File: src/rtl/mem_io_bridge.sv
// mem_io_bridge: req/ready bridge from the SLC-3 MAR/MDR side to
// external SRAM with wait states and a small memory-mapped IO window.
module mem_io_bridge #(
    parameter int unsigned       DATA_W      = 16,
    parameter int unsigned       ADDR_W      = 16,
    parameter int unsigned       WAIT_STATES = 2,
    parameter logic [ADDR_W-1:0] IO_BASE     = 16'hFFFE,
    parameter int unsigned       HEX_DIGITS  = 4,
    parameter int unsigned       SW_W        = 10,
    parameter int unsigned       LED_W       = 10
) (
    input  logic                    Clk,
    input  logic                    Reset_n,
    input  logic                    Mem_req,
    input  logic                    Mem_we,
    input  logic [ADDR_W-1:0]       Mem_addr,
    input  logic [DATA_W-1:0]       Mem_wdata,
    output logic [DATA_W-1:0]       Mem_rdata,
    output logic                    Mem_ready,
    input  logic [SW_W-1:0]         Switches,
    output logic [ADDR_W-1:0]       SRAM_ADDR,
    output logic                    SRAM_OE_n,
    output logic                    SRAM_WE_n,
    output logic                    SRAM_drive,
    output logic [DATA_W-1:0]       Data_to_SRAM,
    input  logic [DATA_W-1:0]       Data_from_SRAM,
    output logic [4*HEX_DIGITS-1:0] Hex_out,
    output logic [LED_W-1:0]        LED_out
);

    typedef enum logic [1:0] {
        IDLE,
        SRAM_ACC,
        IO_ACC,
        DONE
    } state_t;

    state_t            state;
    logic [3:0]        wait_cnt;
    logic              we_q;
    logic              is_io;
    logic [ADDR_W-1:0] off;

    // SRAM_ADDR and Data_to_SRAM double as the latched address and wdata
    assign is_io = (Mem_addr >= IO_BASE);
    assign off   = SRAM_ADDR - IO_BASE;

    // Access sequencer; strobes and ready are registered so they never glitch
    always_ff @(posedge Clk or negedge Reset_n) begin
        if (!Reset_n) begin
            state        <= IDLE;
            wait_cnt     <= '0;
            we_q         <= 1'b0;
            SRAM_ADDR    <= '0;
            Data_to_SRAM <= '0;
            SRAM_OE_n    <= 1'b1;
            SRAM_WE_n    <= 1'b1;
            SRAM_drive   <= 1'b0;
            Mem_ready    <= 1'b0;
            Mem_rdata    <= '0;
            Hex_out      <= '0;
            LED_out      <= '0;
        end else begin
            Mem_ready <= 1'b0;
            unique case (state)
                IDLE: begin
                    if (Mem_req) begin
                        SRAM_ADDR    <= Mem_addr;
                        Data_to_SRAM <= Mem_wdata;
                        we_q         <= Mem_we;
                        if (is_io) begin
                            state <= IO_ACC;
                        end else begin
                            wait_cnt   <= 4'(WAIT_STATES);
                            SRAM_OE_n  <= Mem_we;
                            SRAM_WE_n  <= !Mem_we;
                            SRAM_drive <= Mem_we;
                            state      <= SRAM_ACC;
                        end
                    end
                end
                SRAM_ACC: begin
                    if (wait_cnt == 4'd0) begin
                        if (!we_q) begin
                            Mem_rdata <= Data_from_SRAM;
                        end
                        SRAM_OE_n  <= 1'b1;
                        SRAM_WE_n  <= 1'b1;
                        SRAM_drive <= 1'b0;
                        Mem_ready  <= 1'b1;
                        state      <= DONE;
                    end else begin
                        wait_cnt <= wait_cnt - 4'd1;
                    end
                end
                IO_ACC: begin
                    if (off == '0) begin
                        if (we_q) begin
                            Hex_out <= Data_to_SRAM[4*HEX_DIGITS-1:0];
                        end else begin
                            Mem_rdata <= DATA_W'(Switches);
                        end
                    end else if (off == ADDR_W'(1)) begin
                        if (we_q) begin
                            LED_out <= Data_to_SRAM[LED_W-1:0];
                        end else begin
                            Mem_rdata <= DATA_W'(LED_out);
                        end
                    end else if (!we_q) begin
                        Mem_rdata <= '0;
                    end
                    Mem_ready <= 1'b1;
                    state     <= DONE;
                end
                DONE: begin
                    state <= IDLE;
                end
                default: begin
                    state <= IDLE;
                end
            endcase
        end
    end

endmodule

File: config.mk
export PLATFORM = sky130hd
export DESIGN_NAME = mem_io_bridge
export DESIGN_NICKNAME = d
export VERILOG_FILES = /design/src/rtl/mem_io_bridge.sv
export SDC_FILE = /design/constraint.sdc
export NUM_CORES = 1
export LEC_CHECK = 0
export BUFFER_PORTS_ARGS = -buffer_cell sky130_fd_sc_hd__buf_2
export CORE_MARGIN = 2
export CORE_UTILIZATION = 35
export CTS_BUF_LIST = sky130_fd_sc_hd__clkbuf_16
export CTS_CLUSTER_SIZE = 28
export DETAILED_ROUTE_END_ITERATION = 6
export GPL_TIMING_DRIVEN = 0
export HOLD_SLACK_MARGIN = 0.08
export PLACE_DENSITY_LB_ADDON = 0.12
export SKIP_CTS_REPAIR_TIMING = 1
export SLEW_MARGIN = 20
export SYNTH_ARGS = -nofsm -noshare
export SYNTH_HDL_FRONTEND = slang
export SYNTH_SLANG_ARGS = --single-unit
File: constraint.sdc
create_clock -name Clk -period 4.7 [get_ports Clk]
set_input_delay 0.235 -clock Clk [delete_from_list [all_inputs] [get_ports Clk]]
set_output_delay 0.235 -clock Clk [all_outputs]
set_load 0.02 [all_outputs]
==> implementation parameters, run 1 <==
Parameter                              Value

Final layout
  Number of antenna repair diodes    0
  P&R area growth vs syn    31.0%
  Fraction of layout instances using a drive strength above 1    46.7%
  Most used cells in the layout excluding fill and tap cells    buf_2 (139), dfrtp_1 (83), mux2_2 (49), o21ai_0 (28), nand2_1 (27)
  Net count, final    542
  Most frequent standard cell in the layout excluding fill and tap cells    buf_2
  Count of placed standard cells in the final layout, fillers left out    618

Timing
  Total negative setup slack    0 ps
  Slew headroom    46.4%
  Hold slack final    122 ps
  Worst Setup Slack, final    1980 ps
  Final-report hold violation count    0
  Slew Viols, Final    0
  Minimum period implied by the final worst setup slack    2720 ps
  RSZ-0062 raised after global routing    false
  Crit share post-route    57.9%
  Worst Max-Slew Pin Slew    805 ps
  Final setup viols    0
  Layout Skew    11.4 ps
  Peak Freq    0.367 GHz

Worst hold path
  Type of the tightest min-delay check    in2reg

Floorplan
  Placement Rows    38
  Die Footprint    12100 sq um
  Die span in y    110 um
  Die Span X    110 um
  Core Box Area    10900 sq um
  Initial core utilization    36.0%
  Total I/O pin count    140

GRT
  Total routing resource utilization after global routing    17.6%
  Vias in the first global route    3078
  Total overflow reported by the global router    0
  GR met2 Demand/Resource    27.5%
  Global-route wire length before repair    16000 um
  Global routing met3 resource utilization    5.99%
  M1 GR Usage    22.7%
  Antenna violations before repair    2
  Largest net degree at the start of global routing    53
  Layer with the highest usage    met2

Clock network
  Number of buffers inserted during clock tree synthesis    9
  Buffer cell driving the clock tree root    clkbuf_16
  Insertion delay to the later sink of the worst-skew pair    340 ps
  TritonCTS clock tree    done
  Maximum level of the CTS H-tree    3
  Clock transition at the registers of the reported paths    70 ps
  Clock Sink Count    85
  Worst-case clock buffer depth    2

Worst setup path
  Setup Crit Path Kind    reg2reg
  Endpoint arrival time on the critical path    2940 ps
  Data required time of the critical path    4920 ps
  Critical Path Sink Type    register
  CP Max Fanout    10
  Longest individual stage delay on the worst path    450 ps
  Series of cell instances along the critical path    ha_1 -> nand4_1 -> nor2_1 -> or3_1 -> a221oi_4 -> nand4_2 -> mux2_2
  Sort of element at the start of the critical path    register
  Critical Path Slowest Stage Cell    a221oi_4

Detailed routing
  Count of antenna-violating nets left after detailed routing    0
  Total number of vias    3059
  Pre-antenna DRT Iters    4
  DRC violations left    0
  Routed via count divided by cell count    4.95
  WL per Instance    16.4 um
  Iteration-0 DRC count of the detailed router    173
  Final routed wirelength across all metal layers    10200 um

Yosys
  Synthesis-stage register bit count    85
  Library cells used by synthesis    39
  Count of warnings emitted by yosys    0
  Top_reg_cell synth    dfrtp_1
  Mean area per synthesized cell    12.2 sq um
  Fraction of the yosys area taken by sequential cells    54.3%
  Synthesized net count    390
  Area share of the largest cell type after synthesis    53.0%
  Leading area contributor after synthesis    dfrtp_1
  Post-synth EDFFs    0
  Asr flop ratio synth    100%
  Leading post-synthesis cells by cell area    dfrtp_1 (53%), mux2_2 (14%), mux2_4 (3.8%), o21ai_0 (3.6%), mux2i_1 (2.8%)
  Syn Inst Count    321
  Total standard cell area after synthesis    3920 sq um

Place
  Inst Count DP    601
  I/O Buffers    139
  Placer congestion estimate    0.813
  DPL Wire Length    7560 um
  Post-Place Worst Slack    1950 ps

Run
  Max-cap violations    0

Outcome
  Result of the run    completed

Pwr
  Total power density per cell area    642 nW/um^2
  P_leak    2.65 nW
  Total chip power    0.00330 W
  Worst voltage drop across the vdd grid    304 uV
==> area by class of cell <==
type                    count  area [sq um]
well taps                 140           175
repair buffers            141           736
inverters                   8          30.0
fillers                  1031          5750
plain buffers              11          50.0
clock buffers               9           225
clock inverters             7          80.1
multi-input cells         217          1710
flip-flops and latches     85          2130
==> stage by stage <==
stage	util (%)	instance area [sq um]
after floorplan	-	3920
after global placement	44.0	4790
after detailed placement	44.3	4820
after CTS	47.1	5130
after global routing	47.2	5140
final	47.2	5140
==> synthesized netlist by cell type (7+ instances only) <==
cell       n
ha_1       7
nor2_1     9
inv_1      8
mux2i_1   11
mux2_2    49
a21oi_1   18
nor3b_1   10
o21ai_0   28
nand4_1   10
clkbuf_1   7
nand2_1   27
mux2_4    10
dfrtp_1   83
==> cells by family (layout without fill, tap and decap cells) <==
family | after synthesis | after routing | synth area share (%)
flip-flops | 85 | 85 | 54.3
AND/OR/NAND/NOR | 78 | 78 | 11.0
multiplexers | 70 | 70 | 20.7
AO/OA/AOI/OAI | 58 | 58 | 8.81
buffers and inverters | 19 | 176 | 2.04
adder cells (fa/ha/maj) | 7 | 7 | 2.23
XOR/XNOR | 4 | 4 | 0.894
==> critical path, delay by kind of cell (launching register included) <==
kind	cells	cell delay (ps)
DFF	1	440
adders and majority gates	1	310
AOI/OAI and AO/OA	1	450
muxes	1	410
and+or+nand+nor	4	1000
==> flip-flops by register name (all words and copies together) (netlist names) <==
name / count
Data_to_SRAM: 16
Hex_out: 16
Mem_rdata: 16
SRAM_ADDR: 16
LED_out: 10
wait_cnt: 4
state: 2
Mem_ready: 1
SRAM_OE_n: 1
SRAM_WE_n: 1
SRAM_drive: 1
we_q: 1
==> power breakdown <==
group / internal [W] / leakage, nW / switching, W
Clock: 0.000420 / 0.150 / 0.000304
Combinational: 0.000539 / 1.42 / 0.000798
Sequential: 0.000981 / 1.08 / 0.000255
==> per-layer routing <==
metal / vias up / part of all wire (%)
met5: - / 0.11
met2: 95 / 48
met1: 1478 / 43
li1: 1471 / -
met3: 13 / 6.9
met4: 2 / 1.7
==> path summary, 6_finish.rpt <==
check | start | to | slack [ps] | cells past startpoint
min reg2reg | Mem_rdata[13]$_DFFE_PN0P_ | Mem_rdata[13]$_DFFE_PN0P_ | 480 | 2
max in group asynchronous | Reset_n | SRAM_WE_n$_DFFE_PN1P_ | 3650 | 3
min | Mem_we | SRAM_WE_n$_DFFE_PN1P_ | 120 | 2
max | SRAM_ADDR[1]$_DFFE_PN0P_ | LED_out[2]$_DFFE_PN0P_ | 1980 | 7
max reg2reg | SRAM_ADDR[1]$_DFFE_PN0P_ | LED_out[2]$_DFFE_PN0P_ | 1980 | 7
min in group asynchronous | Reset_n | SRAM_ADDR[8]$_DFFE_PN0P_ | 400 | 2
Note: power is estimated with default switching activity, not from simulation.
==> run 2, diff against run 1 <==
clock period = 2.4 ns   (was 4.7 ns; I/O delays follow)
==> implementation parameters, run 2 (synthesis gave the netlist of run 1 again) <==
Parameter                              Value

Outcome
  Result of the run    finished with violations
  Failing checks    negative setup slack

Pwr
  Sw Ratio    40.4% (-0.78 points)
  Combinational group share of total power    41.0% (+0.5 points)
  Internal power    0.00397 W (+100%)
  Sequential group share of total power    36.9% (-0.6 points)
  Sw power    0.00269 W (+98%)
  Total chip power    0.00666 W (+100%)
  Clock network fraction of design power    22.0% (about the same)
  Total power density per cell area    1180 nW/um^2 (+83%)
  Worst voltage drop across the vdd grid    527 uV (+73%)
  P_leak    2.84 nW (+7.6%)

Floorplan
  Total I/O pin count    140 (unchanged)
  Placement Rows    38 (unchanged)
  Die Footprint    12100 sq um (unchanged)
  Die Span X    110 um (unchanged)
  Core Box Area    10900 sq um (unchanged)
  Die span in y    110 um (unchanged)
  Initial core utilization    36.0% (unchanged)

Run
  Max-cap violations    0 (unchanged)

Worst setup path
  Critical Path Sink Type    register
  Series of cell instances along the critical path    ha_4 -> nand4_1 -> nor2_1 -> or3_4 -> a221oi_4 -> nand4b_4 -> buf_8 -> mux2_4
  Data required time of the critical path    2610 ps (-2310 ps)
  Setup Crit Path Kind    reg2reg
  Longest individual stage delay on the worst path    470 ps (+20 ps)
  Endpoint arrival time on the critical path    2650 ps (-290 ps)
  Sort of element at the start of the critical path    register
  CP Max Fanout    10 (unchanged)
  Critical Path Slowest Stage Cell    dfrtp_2

Timing
  Layout Skew    6.30 ps (-5.08 ps)
  Minimum period implied by the final worst setup slack    2440 ps (-281 ps)
  Worst Max-Slew Pin Slew    790 ps (-14.3 ps)
  Slew Viols, Final    0 (unchanged)
  RSZ-0062 raised after global routing    true
  Crit share post-route    102% (+44 points)
  Final-report hold violation count    0 (unchanged)
  Final setup viols    11 (+11)
  Worst Setup Slack, final    -40.9 ps (-2020 ps)
  Slew headroom    47.3% (+0.95 points)
  Peak Freq    0.410 GHz (+12%)

Place
  Placer congestion estimate    0.849 (+4.4%)
  I/O Buffers    139 (unchanged)
  Inst Count DP    601 (unchanged)
  DPL Wire Length    7680 um (+1.6%)

Detailed routing
  Iteration-0 DRC count of the detailed router    143 (-17%)
  Count of antenna-violating nets left after detailed routing    0 (unchanged)
  DRC violations left    0 (unchanged)
  Total number of vias    3302 (+7.9%)
  Routed via count divided by cell count    4.97 (+0.47%)
  Final routed wirelength across all metal layers    10900 um (+7.0%)
  WL per Instance    16.4 um (-0.42%)
  Pre-antenna DRT Iters    4 (unchanged)

Final layout
  Fraction of layout instances using a drive strength above 1    45.8% (-0.85 points)
  Number of antenna repair diodes    0 (unchanged)
  Fillcell total    980 (-4.9%)
  Count of placed standard cells in the final layout, fillers left out    664 (+7.4%)
  Most frequent standard cell in the layout excluding fill and tap cells    buf_2
  Most used cells in the layout excluding fill and tap cells    buf_2 (139), dfrtp_1 (81), mux2_2 (48), dlygate4sd3_1 (39), o21ai_0 (28)
  Net count, final    589 (+8.7%)
  P&R area growth vs syn    44.4%

GRT
  Vias in the first global route    3114 (+1.2%)
  Antenna violations before repair    0 (-2)
  Largest net degree at the start of global routing    51 (-3.8%)
  Total overflow reported by the global router    0 (unchanged)
  Global-route wire length before repair    16200 um (+1.3%)
  Total routing resource utilization after global routing    17.7% (+0.098 points)

Worst hold path
  Type of the tightest min-delay check    in2reg

Clock network
  Maximum level of the CTS H-tree    3 (unchanged)
  Clock Sink Count    85 (unchanged)
  Buffer cell driving the clock tree root    clkbuf_16
  TritonCTS clock tree    done
  Clock transition at the registers of the reported paths    60 ps (about the same)
  Worst-case clock buffer depth    2 (unchanged)
  Number of buffers inserted during clock tree synthesis    9 (unchanged)
  Insertion delay to the later sink of the worst-skew pair    330 ps (about the same)
## run 2: layout make-up
cell class | instances | area (sq um) | area share [%]
repair buffers | 188 | 1190 | 21.0
well taps | 140 | 175 | 3.10
clock buffers | 9 | 225 | 3.98
multi-input cells | 218 | 1770 | 31.3
clock inverters | 6 | 87.6 | 1.55
plain buffers | 10 | 52.6 | 0.929
flip-flops and latches | 85 | 2130 | 37.7
inverters | 8 | 30.0 | 0.531
## run 2: path summary, 6_finish.rpt
path                                            from                         to  slack [ps]  cells after the start
setup / recovery            SRAM_ADDR[2]$_DFFE_PN0P_    Hex_out[12]$_DFFE_PN0P_         -40                      8
max in group asynchronous                    Reset_n   SRAM_ADDR[1]$_DFFE_PN0P_        1480                      3
hold reg to reg            Mem_rdata[13]$_DFFE_PN0P_  Mem_rdata[13]$_DFFE_PN0P_         480                      2
setup reg to reg            SRAM_ADDR[2]$_DFFE_PN0P_    Hex_out[12]$_DFFE_PN0P_         -40                      8
hold / removal                    Data_from_SRAM[14]  Mem_rdata[14]$_DFFE_PN0P_          50                      3
min in group asynchronous                    Reset_n  SRAM_ADDR[12]$_DFFE_PN0P_         300                      2
## run 2: power groups by stage
| stage | sequential (W) | combinational [W] | clock [W] |
|---|---|---|---|
| 6_report | 0.00246 | 0.00273 | 0.00147 |
| 5_1_grt | 0.00255 | 0.00301 | 0.00156 |
| 4_1_cts | 0.00242 | 0.00266 | 0.00150 |
| 3_5_place_dp | 0.00244 | 0.00266 | 0 |
| 3_3_place_gp | 0.00241 | 0.00259 | 0 |
| 2_1_floorplan | 0.00284 | 0.00129 | 0 |
## run 2: worst max-delay path, delay by kind of cell (launching register included)
family,cells,cell delay [ps]
and+or+nand+nor,4,740
DFF,1,470
AOI/OAI and AO/OA,1,400
muxes,1,300
buffers and inverters,1,220
adders and majority gates,1,200
## run 2: layer usage
metal  global-route usage, %  up-vias  share of wire [%]
li1                        -     1567                  -
met1                    23.4     1610                 43
met2                    28.1      108                 49
met3                    4.33       17                6.8
met4                    6.69        0                1.8
met5                       0        -                  0
## run 2: metrics by stage
step | utilization [%] | worst slack (ps) | cell area [sq um] | TNS (ps) | hold slack (ps)
5_1_grt | 52.0 | -109 | 5660 | -1940 | 84.1
3_5_place_dp | 44.3 | -394 | 4820 | -7630 | 130
2_1_floorplan | - | 4.49 | 3920 | 0 | -176
4_1_cts | 47.2 | -429 | 5140 | -8160 | -221
6_report | 52.0 | -40.9 | 5660 | -348 | 51.4
3_3_place_gp | 44.0 | -337 | 4790 | -5620 | 341
==> run 3, diff against run 2 <==
CORE_UTILIZATION = 45   (was 35)
SETUP_SLACK_MARGIN = 0.1   (was default)
==> implementation parameters, run 3 (synthesis gave the netlist of run 1 again) <==
Parameter                              Value

Outcome
  Result of the run    finished with violations
  Failing checks    negative setup slack

Timing
  Peak Freq    0.402 GHz (-1.8%)
  Crit share post-route    104% (+1.9 points)
  RSZ-0062 raised after global routing    true
  Minimum period implied by the final worst setup slack    2490 ps (+45.4 ps)
  Final-report hold violation count    0 (unchanged)
  Worst Setup Slack, final    -86.3 ps (-45.4 ps)
  Layout Skew    4.87 ps (-1.43 ps)
  Final setup viols    16 (+5)
  Worst Max-Slew Pin Slew    712 ps (-78.0 ps)
  Slew headroom    51.9% (+4.6 points)
  Hold slack final    63.9 ps (+12.4 ps)
  Slew Viols, Final    0 (unchanged)

Place
  Post-Place Worst Slack    -299 ps (+95.0 ps)
  I/O Buffers    139 (unchanged)
  DPL Wire Length    6940 um (-9.5%)
  Placer congestion estimate    0.818 (-3.6%)

Floorplan
  Total I/O pin count    140 (unchanged)
  Die Footprint    9470 sq um (-21%)
  Placement Rows    34 (-11%)
  Core Box Area    8590 sq um (-21%)
  Die Span X    97.3 um (-11%)
  Die span in y    97.3 um (-11%)
  Initial core utilization    45.6% (+9.6 points)

GRT
  Antenna violations before repair    0 (unchanged)
  Global-route wire length before repair    15300 um (-5.4%)
  Total routing resource utilization after global routing    20.4% (+2.6 points)
  Largest net degree at the start of global routing    47 (-7.8%)
  Vias in the first global route    3079 (-1.1%)
  Total overflow reported by the global router    0 (unchanged)

Final layout
  Number of antenna repair diodes    0 (unchanged)
  Fraction of layout instances using a drive strength above 1    46.6% (+0.82 points)
  Most used cells in the layout excluding fill and tap cells    buf_2 (139), dfrtp_1 (81), mux2_2 (49), dlygate4sd3_1 (40)
  Most frequent standard cell in the layout excluding fill and tap cells    buf_2
  Net count, final    596 (+1.2%)
  P&R area growth vs syn    44.5%

Run
  Max-cap violations    0 (unchanged)

Worst setup path
  CP Max Fanout    5 (-5)
  Reg-to-reg startpoint    SRAM_ADDR[2]$_DFFE_PN0P_
  Critical Path Sink Type    register
  Data required time of the critical path    2620 ps (about the same)
  Beginning of the critical path    SRAM_ADDR[2]$_DFFE_PN0P_
  Endpoint arrival time on the critical path    2710 ps (+60 ps)
  Setup Crit Path Kind    reg2reg
  Sort of element at the start of the critical path    register

Clock network
  Clock Sink Count    85 (unchanged)
  Insertion delay to the later sink of the worst-skew pair    340 ps (about the same)
  Buffer cell driving the clock tree root    clkbuf_16
  Worst-case clock buffer depth    2 (unchanged)
  TritonCTS clock tree    done
  Number of buffers inserted during clock tree synthesis    9 (unchanged)
  Maximum level of the CTS H-tree    3 (unchanged)
  Clock transition at the registers of the reported paths    70 ps (about the same)

Detailed routing
  Total number of vias    3287 (-0.45%)
  DRC violations left    0 (unchanged)
  WL per Instance    15.9 um (-2.8%)
  Routed via count divided by cell count    5.14 (+3.3%)
  Final routed wirelength across all metal layers    10200 um (-6.4%)
  Pre-antenna DRT Iters    5 (+1)
  Iteration-0 DRC count of the detailed router    92 (-36%)
  Count of antenna-violating nets left after detailed routing    0 (unchanged)

Worst hold path
  Start point of the worst min-delay path    Switches[7]
  Type of the tightest min-delay check    in2reg

Pwr
  P_leak    2.88 nW (+1.2%)
  Worst voltage drop across the vdd grid    590 uV (+12%)
  Total power density per cell area    1170 nW/um^2 (-0.96%)
-- run 3: per-layer routing --
| metal | up-vias | track usage [%] | part of all wire (%) |
|---|---|---|---|
| li1 | 1581 | - | - |
| met1 | 1600 | 24.7 | 42 |
| met2 | 94 | 34.0 | 50 |
| met3 | 12 | 7.84 | 7.0 |
| met4 | 0 | 5.77 | 1.3 |
| met5 | - | 0 | 0 |
-- run 3: final timing paths --
| path | end | slack, ps | cells past startpoint |
|---|---|---|---|
| min in group asynchronous | SRAM_ADDR[8]$_DFFE_PN0P_ | 310 | 2 |
| min reg2reg | Mem_rdata[14]$_DFFE_PN0P_ | 480 | 2 |
| max in group asynchronous | SRAM_WE_n$_DFFE_PN1P_ | 1440 | 3 |
| min | Mem_rdata[7]$_DFFE_PN0P_ | 60 | 3 |
| max | Hex_out[11]$_DFFE_PN0P_ | -90 | 9 |
| max reg2reg | Hex_out[11]$_DFFE_PN0P_ | -90 | 9 |
-- run 3: layout make-up --
class	instances	area, sq um
fillers	695	2930
flip-flops and latches	85	2130
multi-input cells	217	1740
repair buffers	195	1260
clock buffers	9	225
well taps	108	135
clock inverters	7	73.8
plain buffers	11	68.8
inverters	8	30.0
-- run 3: critical path, cell delays in order, from the launching register on --
cell and delay (ps):
dfrtp_2 450, ha_4 180, nand4_1 130, nor2_2 50
or3_4 330, a221oi_4 350, buf_4 180, nand4b_4 170
clkbuf_16 220, mux2_4 290
-- run 3: power breakdown --
group / leakage (nW) / switching, W / internal, W
Combinational: 1.67 / 0.00160 / 0.00121
Clock: 0.136 / 0.000584 / 0.000810
Sequential: 1.08 / 0.000480 / 0.00192
-- run 3: stage by stage --
| step | TNS, ps | power [W] | utilization (%) | area (sq um) | std cells |
|---|---|---|---|---|---|
| 2_1_floorplan | 0 | 0.00415 | - | 3940 | 321 |
| 3_3_place_gp | -4910 | 0.00497 | 55.5 | 4770 | 568 |
| 3_5_place_dp | -5660 | 0.00505 | 55.9 | 4800 | 569 |
| 4_1_cts | -6330 | 0.00647 | 59.3 | 5100 | 585 |
| 5_1_grt | -2960 | 0.00703 | 65.9 | 5670 | 640 |
| 6_report | -1000 | 0.00660 | 65.9 | 5670 | 640 |
